`src/rtl/alu_issue_stage.sv`:
```
//------------------------------------------------------------------------------
// Module   : alu_issue_stage
// Brief    : RV32I decode/issue stage feeding the ALU through a 2-entry skid buffer.
// Revision : 1.0 - initial release
//------------------------------------------------------------------------------
`default_nettype none

package risc_pkg;
    typedef enum logic [3:0] {
        ADD_op  = 4'd0,
        SUB_op  = 4'd1,
        SLL_op  = 4'd2,
        SLT_op  = 4'd3,
        SLTU_op = 4'd4,
        XOR_op  = 4'd5,
        SRL_op  = 4'd6,
        SRA_op  = 4'd7,
        OR_op   = 4'd8,
        AND_op  = 4'd9
    } alu_op_t;
endpackage

module alu_issue_stage #(
    parameter int XLEN = 32
) (
    input  logic                 clk,
    input  logic                 rst_n,
    input  logic                 in_valid,
    output logic                 in_ready,
    input  logic [31:0]          in_instr,
    input  logic [XLEN-1:0]      in_pc,
    input  logic [XLEN-1:0]      rs1_data,
    input  logic [XLEN-1:0]      rs2_data,
    input  logic                 flush,
    output logic                 out_valid,
    input  logic                 out_ready,
    output logic [XLEN-1:0]      alu_a,
    output logic [XLEN-1:0]      alu_b,
    output risc_pkg::alu_op_t    alu_op,
    output logic [4:0]           rd,
    output logic                 rd_we,
    output logic                 illegal
);
    import risc_pkg::*;

    localparam logic [6:0] c_OPC_OP    = 7'b0110011;
    localparam logic [6:0] c_OPC_IMM   = 7'b0010011;
    localparam logic [6:0] c_OPC_LUI   = 7'b0110111;
    localparam logic [6:0] c_OPC_AUIPC = 7'b0010111;
    localparam logic [6:0] c_F7_ZERO   = 7'b0000000;
    localparam logic [6:0] c_F7_ALT    = 7'b0100000;

    typedef struct packed {
        logic [XLEN-1:0] a;
        logic [XLEN-1:0] b;
        alu_op_t         op;
        logic [4:0]      rd;
        logic            rd_we;
        logic            illegal;
    } entry_t;

    localparam entry_t c_ENTRY_RESET = '{a: '0, b: '0, op: ADD_op, rd: 5'd0, rd_we: 1'b0, illegal: 1'b0};

    typedef enum logic [1:0] {
        S_EMPTY = 2'd0,
        S_ONE   = 2'd1,
        S_FULL  = 2'd2
    } state_t;

    state_t          r_state;
    entry_t          r_main;
    entry_t          r_skid;
    logic            r_out_valid;
    logic            r_in_ready;

    logic [6:0]      w_opcode;
    logic [2:0]      w_funct3;
    logic [6:0]      w_funct7;
    logic [XLEN-1:0] w_imm_i;
    logic [XLEN-1:0] w_imm_u;
    logic [XLEN-1:0] w_shamt;
    logic [XLEN-1:0] w_a;
    logic [XLEN-1:0] w_b;
    alu_op_t         w_op;
    logic            w_legal;
    entry_t          w_dec;
    logic            w_accept;
    logic            w_issue;
    logic            w_unused;

    function automatic alu_op_t f3_op(input logic [2:0] f3);
        case (f3)
            3'b000:  return ADD_op;
            3'b001:  return SLL_op;
            3'b010:  return SLT_op;
            3'b011:  return SLTU_op;
            3'b100:  return XOR_op;
            3'b101:  return SRL_op;
            3'b110:  return OR_op;
            default: return AND_op;
        endcase
    endfunction

    assign w_opcode = in_instr[6:0];
    assign w_funct3 = in_instr[14:12];
    assign w_funct7 = in_instr[31:25];
    assign w_imm_i  = {{(XLEN-12){in_instr[31]}}, in_instr[31:20]};
    assign w_imm_u  = {{(XLEN-31){in_instr[31]}}, in_instr[30:12], 12'b0};
    assign w_shamt  = {{(XLEN-5){1'b0}}, in_instr[24:20]};
    // rs1 index is consumed by the register file, not by this stage
    assign w_unused = ^in_instr[19:15];

    always_comb begin
        w_a     = '0;
        w_b     = '0;
        w_op    = ADD_op;
        w_legal = 1'b1;
        case (w_opcode)
            c_OPC_OP: begin
                w_a  = rs1_data;
                w_b  = rs2_data;
                w_op = f3_op(w_funct3);
                if (w_funct7 == c_F7_ALT) begin
                    if (w_funct3 == 3'b000)      w_op = SUB_op;
                    else if (w_funct3 == 3'b101) w_op = SRA_op;
                    else                         w_legal = 1'b0;
                end else if (w_funct7 != c_F7_ZERO) begin
                    w_legal = 1'b0;
                end
            end
            c_OPC_IMM: begin
                w_a  = rs1_data;
                w_b  = w_imm_i;
                w_op = f3_op(w_funct3);
                if (w_funct3 == 3'b001) begin
                    w_b = w_shamt;
                    if (w_funct7 != c_F7_ZERO) w_legal = 1'b0;
                end else if (w_funct3 == 3'b101) begin
                    w_b = w_shamt;
                    if (w_funct7 == c_F7_ALT)       w_op = SRA_op;
                    else if (w_funct7 != c_F7_ZERO) w_legal = 1'b0;
                end
            end
            c_OPC_LUI: begin
                w_b = w_imm_u;
            end
            c_OPC_AUIPC: begin
                w_a = in_pc;
                w_b = w_imm_u;
            end
            default: w_legal = 1'b0;
        endcase
        // Undecodable entries carry neutral operands so downstream sees a harmless ADD
        if (!w_legal) begin
            w_a  = '0;
            w_b  = '0;
            w_op = ADD_op;
        end
    end

    assign w_dec = '{a: w_a, b: w_b, op: w_op, rd: in_instr[11:7],
                     rd_we: w_legal && (in_instr[11:7] != 5'd0), illegal: !w_legal};

    assign w_accept = in_valid && r_in_ready;
    assign w_issue  = r_out_valid && out_ready;

    always_ff @(posedge clk or negedge rst_n) begin
        if (!rst_n) begin
            r_state     <= S_EMPTY;
            r_main      <= c_ENTRY_RESET;
            r_skid      <= c_ENTRY_RESET;
            r_out_valid <= 1'b0;
            r_in_ready  <= 1'b1;
        end else if (flush) begin
            r_state     <= S_EMPTY;
            r_out_valid <= 1'b0;
            r_in_ready  <= 1'b1;
        end else begin
            case (r_state)
                S_EMPTY: begin
                    if (w_accept) begin
                        r_main      <= w_dec;
                        r_state     <= S_ONE;
                        r_out_valid <= 1'b1;
                    end
                end
                S_ONE: begin
                    if (w_accept && !w_issue) begin
                        r_skid     <= w_dec;
                        r_state    <= S_FULL;
                        r_in_ready <= 1'b0;
                    end else if (w_issue && !w_accept) begin
                        r_state     <= S_EMPTY;
                        r_out_valid <= 1'b0;
                    end else if (w_accept) begin
                        r_main <= w_dec;
                    end
                end
                S_FULL: begin
                    if (w_issue) begin
                        r_main     <= r_skid;
                        r_state    <= S_ONE;
                        r_in_ready <= 1'b1;
                    end
                end
                default: begin
                    r_state     <= S_EMPTY;
                    r_out_valid <= 1'b0;
                    r_in_ready  <= 1'b1;
                end
            endcase
        end
    end

    assign in_ready  = r_in_ready;
    assign out_valid = r_out_valid;
    assign alu_a     = r_main.a;
    assign alu_b     = r_main.b;
    assign alu_op    = r_main.op;
    assign rd        = r_main.rd;
    assign rd_we     = r_main.rd_we;
    assign illegal   = r_main.illegal;

endmodule

`default_nettype wire

```
`config.mk`:
```
export PLATFORM = sky130hd
export DESIGN_NAME = alu_issue_stage
export DESIGN_NICKNAME = d
export VERILOG_FILES = /design/src/rtl/alu_issue_stage.sv
export SDC_FILE = /design/constraint.sdc
export NUM_CORES = 1
export LEC_CHECK = 0
export CAP_MARGIN = 10
export CELL_PAD_IN_SITES_DETAIL_PLACEMENT = 1
export CELL_PAD_IN_SITES_GLOBAL_PLACEMENT = 2
export CORE_ASPECT_RATIO = 0.9
export CORE_UTILIZATION = 30
export DETAILED_ROUTE_END_ITERATION = 10
export PLACE_DENSITY = 0.95
export REMOVE_ABC_BUFFERS = 1
export SETUP_SLACK_MARGIN = 0.2
export SLEW_MARGIN = 20
export SYNTH_ARGS = -nofsm -noshare
export SYNTH_HDL_FRONTEND = slang
export SYNTH_SLANG_ARGS = --single-unit
```
`constraint.sdc`:
```
create_clock -name clk -period 3.97 [get_ports clk]
set_clock_uncertainty 0.1 [all_clocks]
set_input_delay 0.397 -clock clk [delete_from_list [all_inputs] [get_ports clk]]
set_output_delay 0.397 -clock clk [all_outputs]
set_load 0.005 [all_outputs]
```
Word-level counts from Yosys, hierarchy flattened. Index checks and enable logic that the tools add are counted.

Divide/modulo/power cells: 0. Bitwise operators: 1. Multipliers: 0. Eq/ne operators: 24. Reduce and logical (&&, ||, !) cells: 20. $add $sub $neg: 0. Magnitude comparators: 0. Multiplexer cells: 43. Shift operators: 0.

Operators with widths (count): 75-bit two-way mux (4); 75-bit one-hot mux with 3 select lines (1); 32-bit two-way mux (4); 32-bit one-hot mux with 3 select lines (1); 32-bit one-hot mux with 2 select lines (1); 4-bit two-way mux (7); 4-bit one-hot mux with 7 select lines (1); 7-bit by 6-bit == test with 1-bit output, second input constant (3); 3-bit inequality test, second input constant (5); 7-bit by 5-bit == test with 1-bit output, second input constant (2); 1-bit two-way mux (14); 2-bit two-way mux (5); 2-bit inequality test, second input constant (5); 3-bit == test, second input constant (3); 1-bit one-hot mux with 3 select lines (3); 3-bit AND reduction (3); 4-bit one-hot mux with 2 select lines (1); 7-bit nonzero test (1); 3-bit by 2-bit == test with 1-bit output, second input constant (2); 2-bit one-hot mux with 3 select lines (1); 1-bit logical AND (5); 5-bit AND reduction (1); 5-bit nonzero test (1); 4-bit inequality test, second input constant (1); 10 further kinds (13).

Bits in registers: 154. Output and inout port bits: 77. Memories: 0. Input bits: 133. Bits in read-only memories: 0. Bits in latches: 0. Bits in writable memories: 0. Word-level logic and storage cells: 103.

Depth between registers and ports, before layout.
Depth in word-level cells: 11. Depth in mapped cells: 8. Gate-level depth less buffers: 5.

Worst setup path after synthesis. No wires, ideal clock.

Kind: input-to-reg. From: input in_instr[5]. To: register r_main, in the netlist alu_a[7]. Data required time: 3793 ps. Cell stages on the path: 8. Path slack: 1657 ps. Arrival time: 2135 ps. Path buffers: 3. Library setup time: 77 ps. Path through: buf_2 -> inv_2 -> or4_4 -> a21o_1 -> buf_4 -> buf_6 -> or4_1 -> a21oi_1.

Cells in the longest elaborated chain, start to end: 8. Elaborated cells between the ends (all ways): 13. Classes of those cells: eq/ne (4); mux (7); reduce/logical (2).

RTL lines: start, declared (RTL line 30) `input logic [31:0] in_instr,`; 7-bit by 5-bit == test with 1-bit output or 7-bit by 6-bit == test with 1-bit output (tied branches) (RTL line 118) `case (w_opcode)`; 2-bit OR reduction (no line); 1-bit one-hot mux with 3 select lines or 32-bit one-hot mux with 2 select lines (tied branches) (RTL line 118); 32-bit two-way mux (*) (RTL line 154) `if (!w_legal) begin`; 75-bit two-way mux (*) (RTL line 181, 195); 75-bit two-way mux (RTL line 192) `end else if (w_issue && !w_accept) begin`; 75-bit two-way mux (RTL line 188) `if (w_accept && !w_issue) begin`; 75-bit one-hot mux with 3 select lines (*) (RTL line 179) `case (r_state)`; end signal, assigned (RTL line 182) `r_main <= w_dec;`; end signal, assigned (RTL line 196) `r_main <= w_dec;`; end signal, assigned (RTL line 201) `r_main <= r_skid;`; end, declared (RTL line 71) `entry_t r_main;`.

Mark *: on every way between the ends. The rest lies on a longest branch, timed or not. The select of a mux whose other input is x is not followed. A chain may end at the register's enable or synchronous reset.

Worst setup path after layout.
From: input in_instr[2]. To: register r_main, in the netlist alu_a[6].

Same word-level chain as after synthesis.

==> results.yml <==
routing:
  ant_nets: 0
  route.detailed.drc: 0
  drtIter0Drc: 506
  vias_per_cell: 5.35
  wl_per_cell_microns: 19.8
  drt-pass1-iter-count: 5
  via_count: 7508
  wl_mm: 27.8
timing:
  min_period_ps: 2910
  max_freq_mhz: 344
  relSlewSlack_pct: 31.5
  timing_hold_violations_final: 0
  tns_ps: 0
  finalMaxSlewViolations: 0
  setup_viol_count_final: 0
  rsz0062_at_grt: "false"
  period_share_pct: 73.3
  worst_slew_pin_slew_ps: 1030
  fin_ws_ps: 1060
synthesis:
  ys.flop_type: "dfrtp_1"
  synthesis.instances: 881
  syn_area_sq_um: 7630
  synth_top_area_share_pct: 50.1
  synth_seq_cells: 154
  synth-async-reset-ratio_pct: 100
  synth_seq_area_share_pct: 50.5
  synth_enable_flop_cells: 0
  postSynthAreaPerCell_sq_um: 8.67
  synth_cell_types: 46
  yosys.area.top_type: "dfrtp_1"
  yosys_warnings: 0
  ys_top_cells_by_area: "dfrtp_1, a21oi_1, nand2_1"
setup_path:
  crit_chain: "clkdlybuf4s50_1 > buf_4 > clkinv_1 > nor2_4 > a22oi_1 > or4_1 > a21oi_1"
  startpoint_type: "primary input"
  path_buf_inv: 3
  r2r-start: "in_ready"
  critPathKind: "in2reg"
  worstPathRequired_ps: 4210
  crit_family: "simple AND/OR/NAND/NOR gates"
  crit_slowest_cell: "nor2_4"
  crit_path_end_kind: "flop"
  crit_fanout: 32
  slowest_delay_ps: 790
  crit_start: "in_instr[2]"
  worstPathArrival_ps: 3150
grt:
  grt_pass1_vias: 7921
  grt-ovfl-total: 0
  grt_max_degree: 84
  grt_pass1_wl_mm: 44.2
  antenna_found_initial: 3
  grt_util_all_layers_pct: 21.9
power:
  power_density_nw_per_um2: 506
  leakage_nw: 4.46
  ir_drop_mv: 0.276
  total_power_mw: 5.44
finish:
  ff_latch_area_sq_um: 3850
  multi_input_area_sq_um: 3420
  final_nets: 1181
  drive_gt1_share_pct: 6.41
  synthToLayoutAreaGrowth_pct: 40.9
  fillers: 2962
  final_util_pct: 43.0
place:
  globalplace.congestion: 0.765
  dp_slack_ps: 623
  port_buffers: 209
  post-dp-hpwl_mm: 17.8
clocking:
  cts_buffers: 17
  clockBufferDepth: 2
  clk_pin_slew_ps: 70
  cts_tree: "yes"
  insertion_delay_ps: 430
  cts_sinks: 154
  cts.htree.levels: 4
  postCtsResizedCells: 0
  ctsRootBufferMaster: "clkbuf_16"
die:
  die_y_microns: 153
  initial_core_util_pct: 30.5
  core_region_area_sq_um: 25000
  rows: 55
  fp.dieW_microns: 170
  io-pin-count: 210
  dieArea_sq_um: 26100
status:
  status: "finished, final reports clean"
job:
  maxCapViolations: 0
worst_hold_path:
  hold_path_class: "reg2reg"
  worstHoldStart: "r_skid[30]"
[metal layers]
| layer | wire length, microns | vias to the layer above | part of all wire (%) | GRT usage (%) |
|---|---|---|---|---|
| met5 | 25 | - | 0.090 | 0 |
| met4 | 422 | 4 | 1.5 | 6.61 |
| met3 | 1490 | 35 | 5.4 | 4.95 |
| met2 | 13500 | 220 | 49 | 36.4 |
| met1 | 12300 | 3746 | 44 | 28.3 |
| li1 | - | 3503 | - | - |
[through the flow]
stage,hold slack [ps],std cells,area (sq um)
floorplan,1.41,799,7310
global placement,350,1370,10100
detailed placement,357,1370,10100
CTS,372,1403,10800
global route,391,1403,10800
finish,370,1404,10800
[where the power goes]
| part | total (mW) | internal, mW | switching, mW | leakage (nW) |
|---|---|---|---|---|
| sequential | 2.09 | 1.88 | 0.210 | 2.00 |
| combinational | 1.46 | 0.798 | 0.660 | 2.14 |
| clock | 1.90 | 1.19 | 0.708 | 0.323 |
| total | 5.44 | 3.86 | 1.58 | 4.46 |
[kinds of logic after synthesis]
family	synth area share, %
AND/OR/NAND/NOR	19.6
buffers and inverters	5.39
flip-flops	50.5
multiplexers	0.656
AO/OA/AOI/OAI	23.9
[area by class of cell]
cell class / instances / area share [%]
sequential: 154 / 35.8
multi-input combinational: 623 / 31.8
timing repair buffer: 230 / 21.4
clock buffer: 18 / 3.99
tap: 342 / 3.98
clock inverter: 14 / 2.26
inverter: 22 / 0.767
antenna: 1 / 0.0233
[timing repair]
action / 4_1_cts / 5_1_grt
setup buffers: 0 / 0
hold buffers: 1 / 0
endpoints found under the hold margin: 81 / 0
[flip-flops by register name, indices dropped and copies added (netlist names)]
register / flops
rd: 5
out_valid: 1
illegal: 1
r_state: 2
alu_op: 4
in_ready: 1
alu_b: 32
r_skid: 75
alu_a: 32
rd_we: 1
[final timing paths]
kind / endpoint / slack, ps / cells past startpoint
setup / recovery: alu_a[6] / 1060 / 7
hold / removal: r_skid[30] / 370 / 2
setup reg to reg: alu_a[6] / 1370 / 7
hold reg to reg: r_skid[30] / 370 / 2
max in group asynchronous: alu_b[27] / 2320 / 3
min in group asynchronous: alu_a[12] / 500 / 2
[synthesized netlist by cell type (2+ instances only)]
cell type  instances
or2_2              2
inv_1             20
or3_1              4
o21a_1            12
buf_2              2
buf_1              8
clkbuf_1          69
nor3_1             5
buf_6              2
a21oi_1          121
o31a_1             3
o21ai_1            9
nor2b_1            6
nor2_1            74
o21ai_0            9
a31oi_1           18
nand3_1           43
nand2_1          154
nand2b_1           4
a221oi_1          20
dfrtp_1          153
a22oi_1           35
o31ai_1           50
or4_1             32
mux2i_1            5
[placed cells by master, fill, tap and decap left out, drive strengths merged, types with 2 or more instances in the layout]
cell type and count:
bufinv 6, buf 22, dfrtp 153, nand2 154, a221oi 20, mux2i 5
nor2b 6, or3 4, clkdlybuf4s50 207, clkbuf 18, clkinvlp 2, nor2 74
or4 33, a31oi 18, o31a 3, nor3 5, inv 24, nand3 43
o21ai 18, nand2b 4, o21a 12, o31ai 50, clkinv 4, a21oi 121
or2 2, a22oi 35
[worst register-to-register path, delay by kind of cell (launching register included)]
kind / cells / cell delay, ps
flip-flops: 1 / 590
AO/OA/AOI/OAI: 2 / 270
AND/OR/NAND/NOR: 3 / 890
buffers and inverters: 2 / 670
Power figures use the tool's default switching activity.
==> RTL change: new RTL, config.mk and constraints unchanged <==
Encoding of `state_t`: now one-hot (3 bits for 3 states).
--- a/src/rtl/alu_issue_stage.sv
+++ b/src/rtl/alu_issue_stage.sv
@@ -61,10 +61,10 @@
 
     localparam entry_t c_ENTRY_RESET = '{a: '0, b: '0, op: ADD_op, rd: 5'd0, rd_we: 1'b0, illegal: 1'b0};
 
-    typedef enum logic [1:0] {
-        S_EMPTY = 2'd0,
-        S_ONE   = 2'd1,
-        S_FULL  = 2'd2
+    typedef enum logic [2:0] {
+        S_EMPTY = 3'b001,
+        S_ONE   = 3'b010,
+        S_FULL  = 3'b100
     } state_t;
 
     state_t          r_state;
Function: same outputs for any inputs over 4 cycles, from zero or initial values and one cycle with rst_n low; so few cycles prove little.
==> RTL change against the unedited design <==
- the flow now finishes with violations (hold timing)
- critical path type is now reg2reg
- total power is 16% lower
- non-clock buffer count down 2
- setup slack got worse by 400 ps
- via count decreased by 4.7%
- largest power group unchanged
- area after synthesis increased by 0.57%
- final area down 1.0%
- global-route usage fell by 1.4 points
- die area increased by 0.57%
- wire length down 6.1%
- sequential cell count is 1 higher
- sequential share of layout area rose by 0.63 points
- synthesized cell count is 4.0% lower
- largest cell class unchanged
==> RTL change: results (changes against the unedited design) <==
# diodes - 0 (-1)
Detailed Place HPWL - 16.7 mm (-5.7%)
hold crit path type - in2async
failing checks - hold timing
first drt pass iteration count - 4 (-1)
final hold vios - 7 (+7)
worst r2r src - r_state[0]
WL met1 - 12.1 mm (-1.5%)
Top reg by flops - r_skid
initial antenna violation count - 0 (-3)
top cell type's share of synthesized area - 0.499 (-0.00286)
metal3 WL - 983 um (-34%)
global-route wire length before repair - 42.2 mm (-4.4%)
synth cell count leaders - nand2_1, dfrtp_1, nor2_1, o31ai_1, a21oi_1
GP Congestion - 0.790 (+3.3%)
First DRT Iteration DRCs - 389 (-23%)
LEAKAGE - 4.31 nW (-3.3%)
pin count of the biggest net entering global routing - 99 (+18%)
drt via density - 5.24 (-2.0%)
Hold WS - -20.6 ps (-391 ps)
worst vdd ir - 0.260 mV (-5.8%)
R2R Setup Slk - 660 ps (-710 ps)
Crit Path Class - reg2reg
number of global-route vias before repair - 7685 (-3.0%)
final net count - 1144 (-3.1%)
Reg-to-Reg End - alu_a[27]
CTS Buffer Depth - 2 (unchanged)
Max Used Layer - met4
clock-pin slew on the worst setup and hold paths - 70 ps (about the same)
CP Max Fanout - 57 (+78%)
M3 GR Usage - 0.0309 (-0.0186)
synth unique cells - 51 (+11%)
sequential-to-total area share from yosys stat - 0.505 (+0.000542)
worst r2r path cells - 6 (-1)
met2 wire length - 12.7 mm (-5.9%)
WL final - 26.1 mm (-6.1%)
post-place setup slack - 423 ps (-200 ps)
M2 GR Usage - 0.350 (-0.0133)
GR Layer Usage met1 - 0.273 (-0.0103)
Max Freq - 302 MHz (-12%)
top post-synthesis cells by area - dfrtp_1, nand2_1, o31ai_1
Slew @ Worst Pin - 963 ps (-64.8 ps)
crit path DAT - 3540 ps (+390 ps)
status - finished, violations left
layout cell share with drive strength beyond 1 - 0.0771 (+0.0131)
GRT Total Usage - 0.205 (-0.0139)
-- RTL change: changes by cell type after synthesis, moves of 20 or more --
| cell | unedited run | this run |
|---|---|---|
| a21oi_1 | 121 | 72 |
| a221oi_1 | 20 | 0 |
| a22o_1 | 1 | 31 |
| a22oi_1 | 35 | 0 |
| nand3_1 | 43 | 8 |
| o22ai_1 | 1 | 52 |
| o31ai_1 | 50 | 73 |
| or4_1 | 32 | 2 |
-- RTL change: cells by family (layout without fill, tap and decap cells) --
group	Yosys count	count (layout)	synth area share
XOR/XNOR	2	2	0.00228
flip-flops	155	155	0.505
multiplexers	14	14	0.0191
AO/OA/AOI/OAI	294	294	0.268
buffers and inverters	93	271	0.0492
AND/OR/NAND/NOR	288	288	0.156
-- RTL change: cell type report --
type,count,area (um2)
multi-input cells,598,3480
repair buffers,228,2270
clock inverters,13,116
fillers,2877,14500
clock buffers,19,433
inverters,11,41.3
flip-flops and latches,155,3880
well taps,342,428
-- RTL change: report_power, final --
group | switching (mW) | internal (mW) | total, mW
clock | 0.684 | 0.867 | 1.55
combinational | 0.454 | 0.644 | 1.10
sequential | 0.141 | 1.79 | 1.93
total | 1.28 | 3.30 | 4.58
-- RTL change: through the flow --
| step | TNS (ps) | area, um2 | std cells |
|---|---|---|---|
| 4_1_cts | 0 | 10600 | 1366 |
| 5_1_grt | 0 | 10600 | 1366 |
| 6_report | 0 | 10600 | 1366 |
| 3_5_place_dp | 0 | 10100 | 1334 |
| 2_1_floorplan | -153330 | 7340 | 764 |
| 3_3_place_gp | 0 | 10100 | 1334 |
-- RTL change: worst max-delay path: stages, from the launching register on --
cell      delay, ps
dfstp_2         660
nand2b_1        200
a2111o_1        620
a21boi_4        230
or4_2           680
buf_4           370
o22ai_1         290
